## src/rtl/sa_vc_credit_ctrl.sv

```systemverilog
// Output-port VC allocator and credit tracker for a switch-allocated router port.
// Grants whole downstream VCs round-robin and tracks per-VC credits and packet state.
//
// state     | meaning
// ST_IDLE   | VC free; grantable once its credits are full
// ST_ACTIVE | VC owned by a packet; flits may be sent while credits remain
// ST_DRAIN  | tail sent; waiting for downstream to return all credits
module sa_vc_credit_ctrl #(
  parameter int VC_NUM   = 4,
  parameter int VC_DEPTH = 4,
  parameter int VC_ID_W  = (VC_NUM > 1) ? $clog2(VC_NUM) : 1,
  parameter int CNT_W    = $clog2(VC_DEPTH + 1)
) (
  input  logic               clk,
  input  logic               rst,
  input  logic               alloc_req_vld_i,
  input  logic [VC_NUM-1:0]  alloc_req_vc_mask_i,
  output logic               alloc_grt_vld_o,
  output logic [VC_ID_W-1:0] alloc_grt_vc_id_o,
  input  logic               flit_send_vld_i,
  input  logic [VC_ID_W-1:0] flit_send_vc_id_i,
  input  logic               flit_send_tail_i,
  input  logic               credit_ret_vld_i,
  input  logic [VC_ID_W-1:0] credit_ret_vc_id_i,
  output logic [VC_NUM-1:0]  vc_credit_avail_o,
  output logic [VC_NUM-1:0]  vc_idle_o,
  output logic               err_o
);

  typedef enum logic [1:0] {
    ST_IDLE   = 2'd0,
    ST_ACTIVE = 2'd1,
    ST_DRAIN  = 2'd2
  } vc_state_e;

  localparam logic [CNT_W-1:0] FULL = CNT_W'(VC_DEPTH);

  logic [CNT_W-1:0]   credit_q [VC_NUM];
  logic [CNT_W-1:0]   credit_d [VC_NUM];
  vc_state_e          state_q  [VC_NUM];
  vc_state_e          state_d  [VC_NUM];
  logic [VC_ID_W-1:0] rr_ptr_q;
  logic [VC_ID_W-1:0] rr_ptr_d;
  logic               err_q;
  logic               err_d;

  logic [VC_NUM-1:0]  eligible;
  logic               gnt_found;
  logic [VC_ID_W-1:0] gnt_idx;
  logic               grt_vld;
  logic [VC_NUM-1:0]  grant_vec;

  logic [VC_NUM-1:0]  send_hit;
  logic [VC_NUM-1:0]  send_ok;
  logic [VC_NUM-1:0]  send_err;
  logic [VC_NUM-1:0]  ret_hit;
  logic [VC_NUM-1:0]  ret_ok;
  logic [VC_NUM-1:0]  ret_err;

  always_comb begin
    eligible = '0;
    for (int v = 0; v < VC_NUM; v++) begin
      eligible[v] = (state_q[v] == ST_IDLE) && (credit_q[v] == FULL) &&
                    alloc_req_vc_mask_i[v];
    end
  end

  // Two passes: first eligible at or above the pointer, else lowest eligible overall.
  always_comb begin
    gnt_found = 1'b0;
    gnt_idx   = '0;
    for (int v = 0; v < VC_NUM; v++) begin
      if (!gnt_found && eligible[v] && (VC_ID_W'(v) >= rr_ptr_q)) begin
        gnt_found = 1'b1;
        gnt_idx   = VC_ID_W'(v);
      end
    end
    for (int v = 0; v < VC_NUM; v++) begin
      if (!gnt_found && eligible[v]) begin
        gnt_found = 1'b1;
        gnt_idx   = VC_ID_W'(v);
      end
    end
  end

  always_comb begin
    grt_vld   = alloc_req_vld_i && gnt_found;
    grant_vec = '0;
    for (int v = 0; v < VC_NUM; v++) begin
      grant_vec[v] = grt_vld && (gnt_idx == VC_ID_W'(v));
    end
    rr_ptr_d = rr_ptr_q;
    if (grt_vld) begin
      rr_ptr_d = (gnt_idx == VC_ID_W'(VC_NUM - 1)) ? '0 : gnt_idx + VC_ID_W'(1);
    end
  end

  assign alloc_grt_vld_o   = grt_vld;
  assign alloc_grt_vc_id_o = grt_vld ? gnt_idx : '0;

  always_comb begin
    send_hit = '0;
    send_ok  = '0;
    send_err = '0;
    ret_hit  = '0;
    ret_ok   = '0;
    ret_err  = '0;
    for (int v = 0; v < VC_NUM; v++) begin
      send_hit[v] = flit_send_vld_i && (flit_send_vc_id_i == VC_ID_W'(v));
      ret_hit[v]  = credit_ret_vld_i && (credit_ret_vc_id_i == VC_ID_W'(v));
      send_ok[v]  = send_hit[v] && (state_q[v] == ST_ACTIVE) && (credit_q[v] != '0);
      send_err[v] = send_hit[v] && !send_ok[v];
      ret_ok[v]   = ret_hit[v] && (credit_q[v] != FULL);
      ret_err[v]  = ret_hit[v] && !ret_ok[v];
    end
  end

  always_comb begin
    err_d = err_q;
    // An index that names no VC is as illegal as one that names a busy or empty VC.
    if ((flit_send_vld_i && (send_hit == '0)) || (credit_ret_vld_i && (ret_hit == '0))) begin
      err_d = 1'b1;
    end
    for (int v = 0; v < VC_NUM; v++) begin
      credit_d[v] = credit_q[v];
      state_d[v]  = state_q[v];
      if (send_ok[v] && !ret_ok[v]) begin
        credit_d[v] = credit_q[v] - CNT_W'(1);
      end else if (ret_ok[v] && !send_ok[v]) begin
        credit_d[v] = credit_q[v] + CNT_W'(1);
      end
      if (send_err[v] || ret_err[v]) begin
        err_d = 1'b1;
      end
      case (state_q[v])
        ST_IDLE:   if (grant_vec[v]) state_d[v] = ST_ACTIVE;
        ST_ACTIVE: if (send_ok[v] && flit_send_tail_i) state_d[v] = ST_DRAIN;
        ST_DRAIN:  if (credit_q[v] == FULL) state_d[v] = ST_IDLE;
        default:   state_d[v] = ST_IDLE;
      endcase
    end
  end

  always_ff @(posedge clk or posedge rst) begin
    if (rst) begin
      for (int v = 0; v < VC_NUM; v++) begin
        credit_q[v] <= FULL;
        state_q[v]  <= ST_IDLE;
      end
      rr_ptr_q <= '0;
      err_q    <= 1'b0;
    end else begin
      for (int v = 0; v < VC_NUM; v++) begin
        credit_q[v] <= credit_d[v];
        state_q[v]  <= state_d[v];
      end
      rr_ptr_q <= rr_ptr_d;
      err_q    <= err_d;
    end
  end

  always_comb begin
    vc_credit_avail_o = '0;
    vc_idle_o         = '0;
    for (int v = 0; v < VC_NUM; v++) begin
      vc_credit_avail_o[v] = (credit_q[v] != '0);
      vc_idle_o[v]         = (state_q[v] == ST_IDLE);
    end
  end

  assign err_o = err_q;

endmodule

```

## config.mk

```make
export PLATFORM = sky130hd
export DESIGN_NAME = sa_vc_credit_ctrl
export DESIGN_NICKNAME = d
export VERILOG_FILES = /design/src/rtl/sa_vc_credit_ctrl.sv
export SDC_FILE = /design/constraint.sdc
export NUM_CORES = 1
export LEC_CHECK = 0
export CAP_MARGIN = 20
export CORE_UTILIZATION = 31
export CTS_CLUSTER_SIZE = 16
export DETAILED_ROUTE_END_ITERATION = 10
export PLACE_DENSITY = 0.62
export SKIP_LAST_GASP = 1
export SYNTH_ARGS = -nofsm -noshare
export SYNTH_HDL_FRONTEND = slang
export SYNTH_SLANG_ARGS = --single-unit
```

## constraint.sdc

```tcl
create_clock -name clk -period 2.38 [get_ports clk]
set_input_delay 0.476 -clock clk [delete_from_list [all_inputs] [get_ports clk]]
set_output_delay 0.476 -clock clk [all_outputs]
set_load 0.05 [all_outputs]
```

Word level (Yosys, flattened, before mapping)
Index checks and enable logic that the tools add are counted.
{"block": "op_classes", "addsub": 9, "n_lt_le_gt_ge": 4, "n_eq_ne": 37, "n_mux": 46, "reduce_logical": 108}
{"op": "$logic_and 1x1->1", "n": 66}
{"op": "$mux 2", "n": 20}
{"op": "$mux 3", "n": 8}
{"op": "$pmux 2 s3", "n": 4}
{"op": "$eq 2x2->1 const B", "n": 10}
{"op": "$ne 2x1->1 const B", "n": 8}
{"op": "$logic_not 1->1", "n": 15}
{"op": "$eq 2x1->1 const B", "n": 7}
{"op": "$logic_not 2->1", "n": 7}
{"op": "$mux 1", "n": 14}
{"op": "$add 3x1->3 const B", "n": 4}
{"op": "$eq 3x3->1 const B", "n": 4}
{"op": "$ne 3x3->1 const B", "n": 4}
{"op": "$reduce_and 3->1", "n": 4}
{"op": "$reduce_bool 3->1", "n": 4}
{"op": "$sub 3x1->3 const B", "n": 4}
{"op": "$logic_not 4->1", "n": 2}
{"op": "$ne 2x2->1 const B", "n": 4}
{"op": "$reduce_bool 2->1", "n": 4}
{"op": "$logic_or 1x1->1", "n": 5}
{"op": "$reduce_bool 5->1", "n": 1}
{"op": "$ge 1x2->1 const A", "n": 2}
{"op": "$ge 2x2->1 const A", "n": 2}
{"op": "$add 2x1->2 const B", "n": 1}
{"block": "word_totals", "regBits": 23, "in_bits": 14, "output_inout_bits": 12, "elab_cells": 214}

Longest topological paths before layout
Gate-level depths: netlist of the first run.
{"block": "depth", "ltp_word": 33, "ltp_mapped": 9, "ltp_nobuf": 9}

Worst setup path before layout of the first run
Ideal clock, no wire load.
{"block": "synth_path", "path_type": "register to output", "startpoint": "reg state_q[5] (netlist name)", "endpoint": "out alloc_grt_vc_id_o[0]", "arrival_ns": 2.306, "t_required_ns": 1.904, "setup_slack_ns": -0.402, "stages_incl_launch_ff": 6, "path_buffers": 0, "path_cell_list": "dfrtp_1 nor2_1 nand3_1 o21ai_0 o211ai_2 nor2_1"}
{"block": "synth_via", "elab_chain_len": 28, "word_cells_on_any_way": 35, "classes_between": "mux (15); reduce/logical (20)"}
{"element": "from (decl)", "line": "40", "text": "vc_state_e state_q [VC_NUM];"}
{"element": "from (signal, indexed assignment)", "line": "155", "text": "state_q[v] <= state_d[v];"}
{"element": "$logic_not 2->1 *"}
{"element": "via vc_idle_o[1]", "line": "26", "text": "output logic [VC_NUM-1:0] vc_idle_o,"}
{"element": "$logic_and 1x1->1 * (2 in series)", "line": "63", "text": "eligible[v] = (state_q[v] == ST_IDLE) && (credit_q[v] == FULL) &&"}
{"element": "$logic_and 1x1->1 (2 in series)", "line": "73", "text": "if (!gnt_found && eligible[v] && (VC_ID_W'(v) >= rr_ptr_q)) begin"}
{"element": "$mux 1", "line": "73"}
{"element": "$logic_not 1->1", "line": "73"}
{"element": "$logic_and 1x1->1 (2 in series)", "line": "73"}
{"element": "$mux 1", "line": "73"}
{"element": "(+10 left out)"}
{"element": "$logic_not 1->1", "line": "79", "text": "if (!gnt_found && eligible[v]) begin"}
{"element": "$logic_and 1x1->1", "line": "79"}
{"element": "$mux 1", "line": "79"}
{"element": "$logic_not 1->1", "line": "79"}
{"element": "$logic_and 1x1->1", "line": "79"}
{"element": "$mux 1", "line": "79"}
{"element": "$logic_and 1x1->1", "line": "87", "text": "grt_vld = alloc_req_vld_i && gnt_found;"}
{"element": "$mux 2 *", "line": "99", "text": "assign alloc_grt_vc_id_o = grt_vld ? gnt_idx : '0;"}
{"element": "to (decl)", "line": "19", "text": "output logic [VC_ID_W-1:0] alloc_grt_vc_id_o,"}
The timed path passes the listed nets; every way through them passes the cells marked *.

Final worst setup path of the first run
{"block": "layout_path", "startpoint": "reg credit_q[11] (netlist name)", "endpoint": "out alloc_grt_vc_id_o[1]"}
{"block": "layout_via", "elab_chain_len": 31, "word_cells_on_any_way": 37, "classes_between": "eq/ne (1); mux (15); reduce/logical (21)"}
{"element": "from (decl)", "line": "38", "text": "logic [CNT_W-1:0] credit_q [VC_NUM];"}
{"element": "from (signal, indexed assignment)", "line": "154", "text": "credit_q[v] <= credit_d[v];"}
{"element": "$eq 3x3->1 *", "line": "63"}
{"element": "$logic_and 1x1->1 * (2 in series)", "line": "63"}
{"element": "$logic_and 1x1->1", "line": "73"}
{"element": "$mux 1", "line": "73"}
{"element": "$logic_not 1->1", "line": "73"}
{"element": "$logic_and 1x1->1 (2 in series)", "line": "73"}
{"element": "$mux 1", "line": "73"}
{"element": "$logic_not 1->1", "line": "73"}
{"element": "(+13 left out)"}
{"element": "$logic_not 1->1", "line": "79"}
{"element": "$logic_and 1x1->1", "line": "79"}
{"element": "$mux 1", "line": "79"}
{"element": "$logic_not 1->1", "line": "79"}
{"element": "$logic_and 1x1->1", "line": "79"}
{"element": "$mux 1", "line": "79"}
{"element": "$logic_and 1x1->1", "line": "87"}
{"element": "$mux 2 *", "line": "99"}
Every way passes the cells marked *; elsewhere a longest branch is shown, timed or not.

==> results.tsv, run 1 <==
metric	value	unit
status	complete, but fails checks	
failing checks	setup timing	
First DRT Iteration DRCs	55	
Reg2Reg Depth	10	
FMAX	412	MHz
worst reg2reg startpoint	credit_q[11]	
# setup viols final	2	
Distinct cells, synth	43	
Slew Viols, Final	0	
CTS Sinks	23	
Setup CP Type	register to output pin	
Critical Path RT	1.90	ns
Fin. Hold Viols	0	
worst setup margin	-0.0469	ns
vias per inst	4.69	
maximum VDD drop	404	uV
final wirelength	3480	um
crit path from	credit_q[11]	
R2R Setup Slk	0.11	ns
Fin Hold WS	0.503	ns
max-cap violations	0	
fraction of layout cells with a size suffix above 1	0.325	
CTS tree	done	
measured slew at the worst slew-check pin	0.499	ns
Slew Limit Headroom	0.666	
setup_tns	-0.0618	ns
Hold Crit Start	err_o	
maximum level of the CTS H-tree	1	
Cell Area, Synth	0.00155	mm2
CTS buffer count	3	
number of remaining DRC errors	0	
DP HPWL	2730	um
Critical path destination	alloc_grt_vc_id_o[1]	
Synth Warn #	0	
Ports	26	
initial antenna violation count	0	
Synth area leaders	dfrtp_1 (31%), dfstp_2 (6.8%), ha_1 (6.5%), fa_1 (5.2%), xor2_1 (4.5%)	
Starting Density	0.326	
GRT overflow	0	
Critical Path Slowest Stage Cell	dfstp_2	
Pwr Total	0.00233	W
height of the die	72.7	um
Clock Latency Late Sink	0.27	ns
crit path cell chain	nor3b_4, nand3_2, buf_6, o21a_1, o22ai_2, buf_6, nor2_4, buf_12	
Worst path most repeated cell	buf_6	
GRT Util Overall	0.147	
pin count of the biggest net entering global routing	24	
worst hold path class	register to register	
crit path max fanout	3	
Final Cycle Share	1.02	
Power Density	1060	mW/mm2
Layout Nets	230	
ant diodes	0	
chip width	72.7	um
Avg Inst Size Synth	10.4	um2
Wirelength per Cell	12.9	um
unrepaired setup endpoints after global routing	yes	
Critical Path End Type	output pin	
Filler Cell Count	497	
Arrival @ worst endpoint	1.95	ns
die footprint	0.00529	mm2
FF-to-FF End	rr_ptr_q[1]	
first-pass GRT wire length	5900	um
GP Congestion	0.818	
cell count after synthesis	149	
largest area contributor in the netlist	dfrtp_1	
Post-Synthesis Net Count	175	
CORE AREA	0.00475	mm2
top cell type's share of synthesized area	0.307	
Hold-fix buffers, CTS	0	
Port Buffer Count	25	
DRT antenna net count	0	
Seq cells post-synth	23	
Rows	25	
maximum root-to-sink buffer count	2	
Area Growth Syn to Fin	42.4	%
Slowest Stage Delay on Critical Path	0.55	ns
vias in the first global route	1331	
Worst Skew	0.00922	ns
Vias	1267	
CP Launch Type	register	
static leakage	1.02	nW
Tmin final	2.43	ns
first drt pass iteration count	4	
CTS clk-pin slew, worst paths	0.08	ns
Root Buffer	clkbuf_8	
post-synthesis sequential area ratio	0.374	
-- area by class of cell --
type | count | area, um2 | share of cell area
Clock inverter | 1 | 5.00 | 0.00227
Inverter | 18 | 67.6 | 0.0306
Sequential cell | 23 | 581 | 0.263
Clock buffer | 3 | 41.3 | 0.0187
Multi-Input combinational cell | 106 | 933 | 0.423
Timing Repair Buffer | 52 | 495 | 0.224
Tap cell | 67 | 83.8 | 0.0380
-- metal layers --
metal / up-vias / GRT usage / wire [um] / share of wire
met5: - / 0 / 0 / 0
met4: 0 / 0.0675 / 65 / 0.019
met3: 6 / 0.0152 / 101 / 0.029
met2: 23 / 0.235 / 1620 / 0.47
met1: 615 / 0.199 / 1690 / 0.49
li1: 623 / - / - / -
-- where the power goes --
| part | switching [W] | internal, W | leakage (nW) |
|---|---|---|---|
| clock network | 0.000136 | 0.000117 | 0.0255 |
| logic | 0.000716 | 0.000606 | 0.723 |
| registers | 0.000181 | 0.000573 | 0.275 |
| total | 0.00103 | 0.00130 | 1.02 |
-- what timing repair did --
item	CTS	global route
setup buffers	3	0
cloned	0	0
endpoints found under the setup margin	4	6
resized for setup	4	11
pin swaps	3	3
-- cells in the final DEF, fill, tap and decap left out, drive strengths merged, types with 4 or more instances in the layout --
master,Yosys,final
nand2,6,6
clkdlybuf4s50,0,20
nor3b,5,5
xor2,8,8
o21ai,6,6
dfrtp,19,19
fa,4,4
buf,2,30
dfstp,4,4
xnor2,4,4
or3,6,6
nand3,10,10
mux2i,4,4
inv,18,18
nor2,14,14
ha,8,8
-- flip-flops by register name (all words and copies together), names as in the netlist --
register / count
state_q: 8
credit_q: 12
rr_ptr_q: 2
err_o: 1
-- cell usage after synthesis, drive strengths merged --
library cell / instances
nand2b: 3
nand2: 6
mux4: 1
or4b: 1
o32ai: 1
nand3b: 1
a221o: 1
or3b: 1
nor2b: 3
buf: 2
xnor2: 4
or3: 6
ha: 8
nor3b: 5
and3: 2
o22ai: 1
o21ai: 6
mux2: 3
and2: 2
o211ai: 2
nor2: 14
mux2i: 4
fa: 4
xor2: 8
nand3: 10
nand4: 1
o31ai: 1
or2: 1
and4b: 1
dfstp: 4
o21a: 1
a32o: 2
o41ai: 1
dfrtp: 19
inv: 18
and4: 1
-- cell families after synthesis --
group                      share of synthesized area
AOI/OAI and AO/OA                             0.0799
xor gates and xnor gates                      0.0678
adders and majority gates                      0.116
buffers and inverters                         0.0533
DFF                                            0.374
muxes                                         0.0694
and+or+nand+nor                                0.239
-- worst min path at each step --
stage,end,slack (ns),cells past startpoint
floorplan,credit_q[0],0.47,1
global placement,err_o,0.50,1
detailed placement,err_o,0.49,1
CTS,err_o,0.51,1
global route,err_o,0.52,1
finish,err_o,0.50,1
-- critical path: cells and delay by family (launching register included) --
family | cells | cell delay [ns]
AOI/OAI and AO/OA | 2 | 0.31
buffers and inverters | 3 | 0.40
DFF | 1 | 0.55
and+or+nand+nor | 3 | 0.42
-- through the flow --
stage / setup slack (ns) / util / instance area (um2) / cells
global route: -0.155 / 0.464 / 2210 / 270
global placement: -0.0799 / 0.439 / 2090 / 263
floorplan: 0.0125 / - / 1560 / 149
CTS: -0.0524 / 0.456 / 2170 / 270
detailed placement: -0.124 / 0.439 / 2090 / 263
finish: -0.0469 / 0.464 / 2210 / 270
Note: power is estimated with default switching activity, not from simulation.
==> run 2, diff against run 1 <==
--- a/config.mk
+++ b/config.mk
@@ -6,6 +6,7 @@
 export NUM_CORES = 1
 export LEC_CHECK = 0
 export CAP_MARGIN = 20
+export CORE_ASPECT_RATIO = 1.2
 export CORE_UTILIZATION = 31
 export CTS_CLUSTER_SIZE = 16
 export DETAILED_ROUTE_END_ITERATION = 10
==> results.tsv, run 2 (synthesis gave the netlist of run 1 again) <==
metric	value	unit	change
status	complete, no violations		was complete, but fails checks
Root Buffer	clkbuf_8		unchanged
worst reg2reg startpoint	credit_q[5]		was credit_q[11]
met2 Use GR	0.251		was 0.235
number of remaining DRC errors	0		unchanged
Hold Crit Start	err_o		unchanged
Reg2Reg Depth	10		unchanged
final wirelength	3420	um	was 3480 um
Hold-fix buffers, CTS	0		unchanged
DRT antenna net count	0		unchanged
Slowest Stage Delay on Critical Path	0.54	ns	was 0.55 ns
Vias	1228		was 1,267
R2R Setup Slk	0.10	ns	was 0.11 ns
multi-input logic area	967	um2	was 933 um2
static leakage	1.05	nW	was 1.02 nW
Critical Path End Type	output pin		unchanged
CTS tree	done		unchanged
GP Congestion	0.767		was 0.818
CORE AREA	0.00470	mm2	was 0.00475 mm2
worst hold path class	register to register		unchanged
Final Cycle Share	0.993		was 1.02
crit path cell chain	nor3b_4, buf_4, buf_4, and4b_1, o21ai_2, o211ai_4, nor2_4, buf_12		was nor3b_4, nand3_2, buf_6, o21a_1, o22ai_2, buf_6, nor2_4, buf_12
DP HPWL	2660	um	was 2730 um
GR Util met3	0.0171		was 0.0152
Rows	27		was 25
crit path max fanout	4		was 3
CP Launch Type	register		unchanged
Slew Limit Headroom	0.669		was 0.666
die footprint	0.00529	mm2	about the same
Power Density	1060	mW/mm2	about the same
GRT Util Overall	0.149		was 0.147
max reg flops	12		unchanged
CTS buffer count	3		unchanged
Ports	26		unchanged
measured slew at the worst slew-check pin	0.494	ns	was 0.499 ns
Critical Path Slowest Stage Cell	dfstp_2		unchanged
FF/Latch Area	581	um2	unchanged
first-pass GRT wire length	6010	um	was 5900 um
vias per inst	4.65		was 4.69
Clock Latency Late Sink	0.26	ns	was 0.27 ns
maximum root-to-sink buffer count	2		unchanged
CTS Sinks	23		unchanged
max-cap violations	0		unchanged
maximum VDD drop	438	uV	was 404 uV
First DRT Iteration DRCs	33		was 55
commonest non-fill, non-tap cell in the layout	buf_4		unchanged
DP Area	0.00206	mm2	was 0.00209 mm2
maximum level of the CTS H-tree	1		unchanged
chip width	66.6	um	was 72.7 um
pin count of the biggest net entering global routing	24		unchanged
Biggest register	credit_q		unchanged
Fin. Hold Viols	0		unchanged
Worst path most repeated cell	buf_4		was buf_6
post-route cell area	0.00225	mm2	was 0.00221 mm2
Wirelength per Cell	13.0	um	was 12.9 um
biggest regs	credit_q x12, state_q x8, rr_ptr_q x2		unchanged
Pwr Total	0.00237	W	was 0.00233 W
first drt pass iteration count	4		unchanged
Worst Skew	0.00471	ns	was 0.00922 ns
unrepaired setup endpoints after global routing	yes		unchanged
Port Buffer Count	25		unchanged
Starting Density	0.330		was 0.326
Tmin final	2.36	ns	was 2.43 ns
Slew Viols, Final	0		unchanged
Setup CP Type	register to output pin		unchanged
fraction of layout cells with a size suffix above 1	0.350		was 0.325
Layout Nets	233		was 230
busiest grt layer	met2		unchanged
height of the die	79.5	um	was 72.7 um
hold path cells	1		unchanged
CTS clk-pin slew, worst paths	0.09	ns	was 0.08 ns
GRT overflow	0		unchanged
GR Util met1	0.196		was 0.199
Area Growth Syn to Fin	45.0	%	was 42.4%
Worst Hold Endpoint	err_o		unchanged
Filler Cell Count	440		was 497
# setup viols final	0		was 2
most frequent cells in the layout	buf_4 (29), dfrtp_1 (19), clkdlybuf4s50_1 (19)		was buf_4 (24), clkdlybuf4s50_1 (20), dfrtp_1 (19)
FMAX	423	MHz	was 412 MHz
FF-to-FF End	rr_ptr_q[1]		unchanged
Arrival @ worst endpoint	1.89	ns	was 1.95 ns
vias in the first global route	1298		was 1,331
Critical Path RT	1.90	ns	about the same
initial antenna violation count	0		unchanged
ant diodes	0		unchanged
==> run 2: per-layer routing <==
| metal | vias to the layer above | wire (um) |
|---|---|---|
| li1 | 623 | - |
| met1 | 592 | 1600 |
| met2 | 11 | 1720 |
| met3 | 2 | 66 |
| met4 | 0 | 29 |
| met5 | - | 0 |
==> run 2: area by class of cell <==
class	instances	share of cell area
Timing Repair Buffer	55	0.228
Multi-Input combinational cell	106	0.430
Sequential cell	23	0.258
Inverter	18	0.0301
Clock buffer	3	0.0184
Tap cell	58	0.0323
Clock inverter	1	0.00223
==> run 2: worst max path at each step <==
stage	start	end	depth (start not counted)
3_3_place_gp	credit_ret_vc_id_i[1]	credit_q[10]	6
4_1_cts	credit_q[11]	alloc_grt_vc_id_o[0]	6
3_5_place_dp	flit_send_vc_id_i[0]	credit_q[11]	10
5_1_grt	credit_q[11]	alloc_grt_vc_id_o[0]	6
2_1_floorplan	credit_q[8]	credit_q[8]	9
6_report	credit_q[5]	alloc_grt_vc_id_o[0]	8
==> run 2: critical path: cells and delay by family, from the launching register on <==
kind	cells	cell delay (ns)
buffers and inverters	3	0.41
AOI/OAI and AO/OA	2	0.17
DFF	1	0.54
and+or+nand+nor	3	0.49
==> run 2: stage by stage <==
step / instances / utilization / TNS (ns) / hold slack [ns] / setup slack (ns)
floorplan: 149 / - / 0 / 0.475 / 0.0125
global placement: 252 / 0.439 / -0.327 / 0.491 / -0.0801
detailed placement: 252 / 0.439 / -0.506 / 0.496 / -0.131
CTS: 262 / 0.467 / -0.0210 / 0.516 / -0.0162
global route: 264 / 0.479 / -0.271 / 0.544 / -0.0889
finish: 264 / 0.479 / 0 / 0.504 / 0.0171
==> run 2: timing repair <==
| action | CTS | global route |
|---|---|---|
| setup endpoints to repair | 4 | 8 |
| gates resized for setup | 11 | 10 |
| buffers inserted | 6 | 2 |
| pin swaps | 6 | 7 |
==> run 2: report_power, final <==
part | total (W) | switching (W) | internal (W)
combinational | 0.00137 | 0.000737 | 0.000636
sequential | 0.000756 | 0.000183 | 0.000573
clock | 0.000245 | 0.000129 | 0.000117
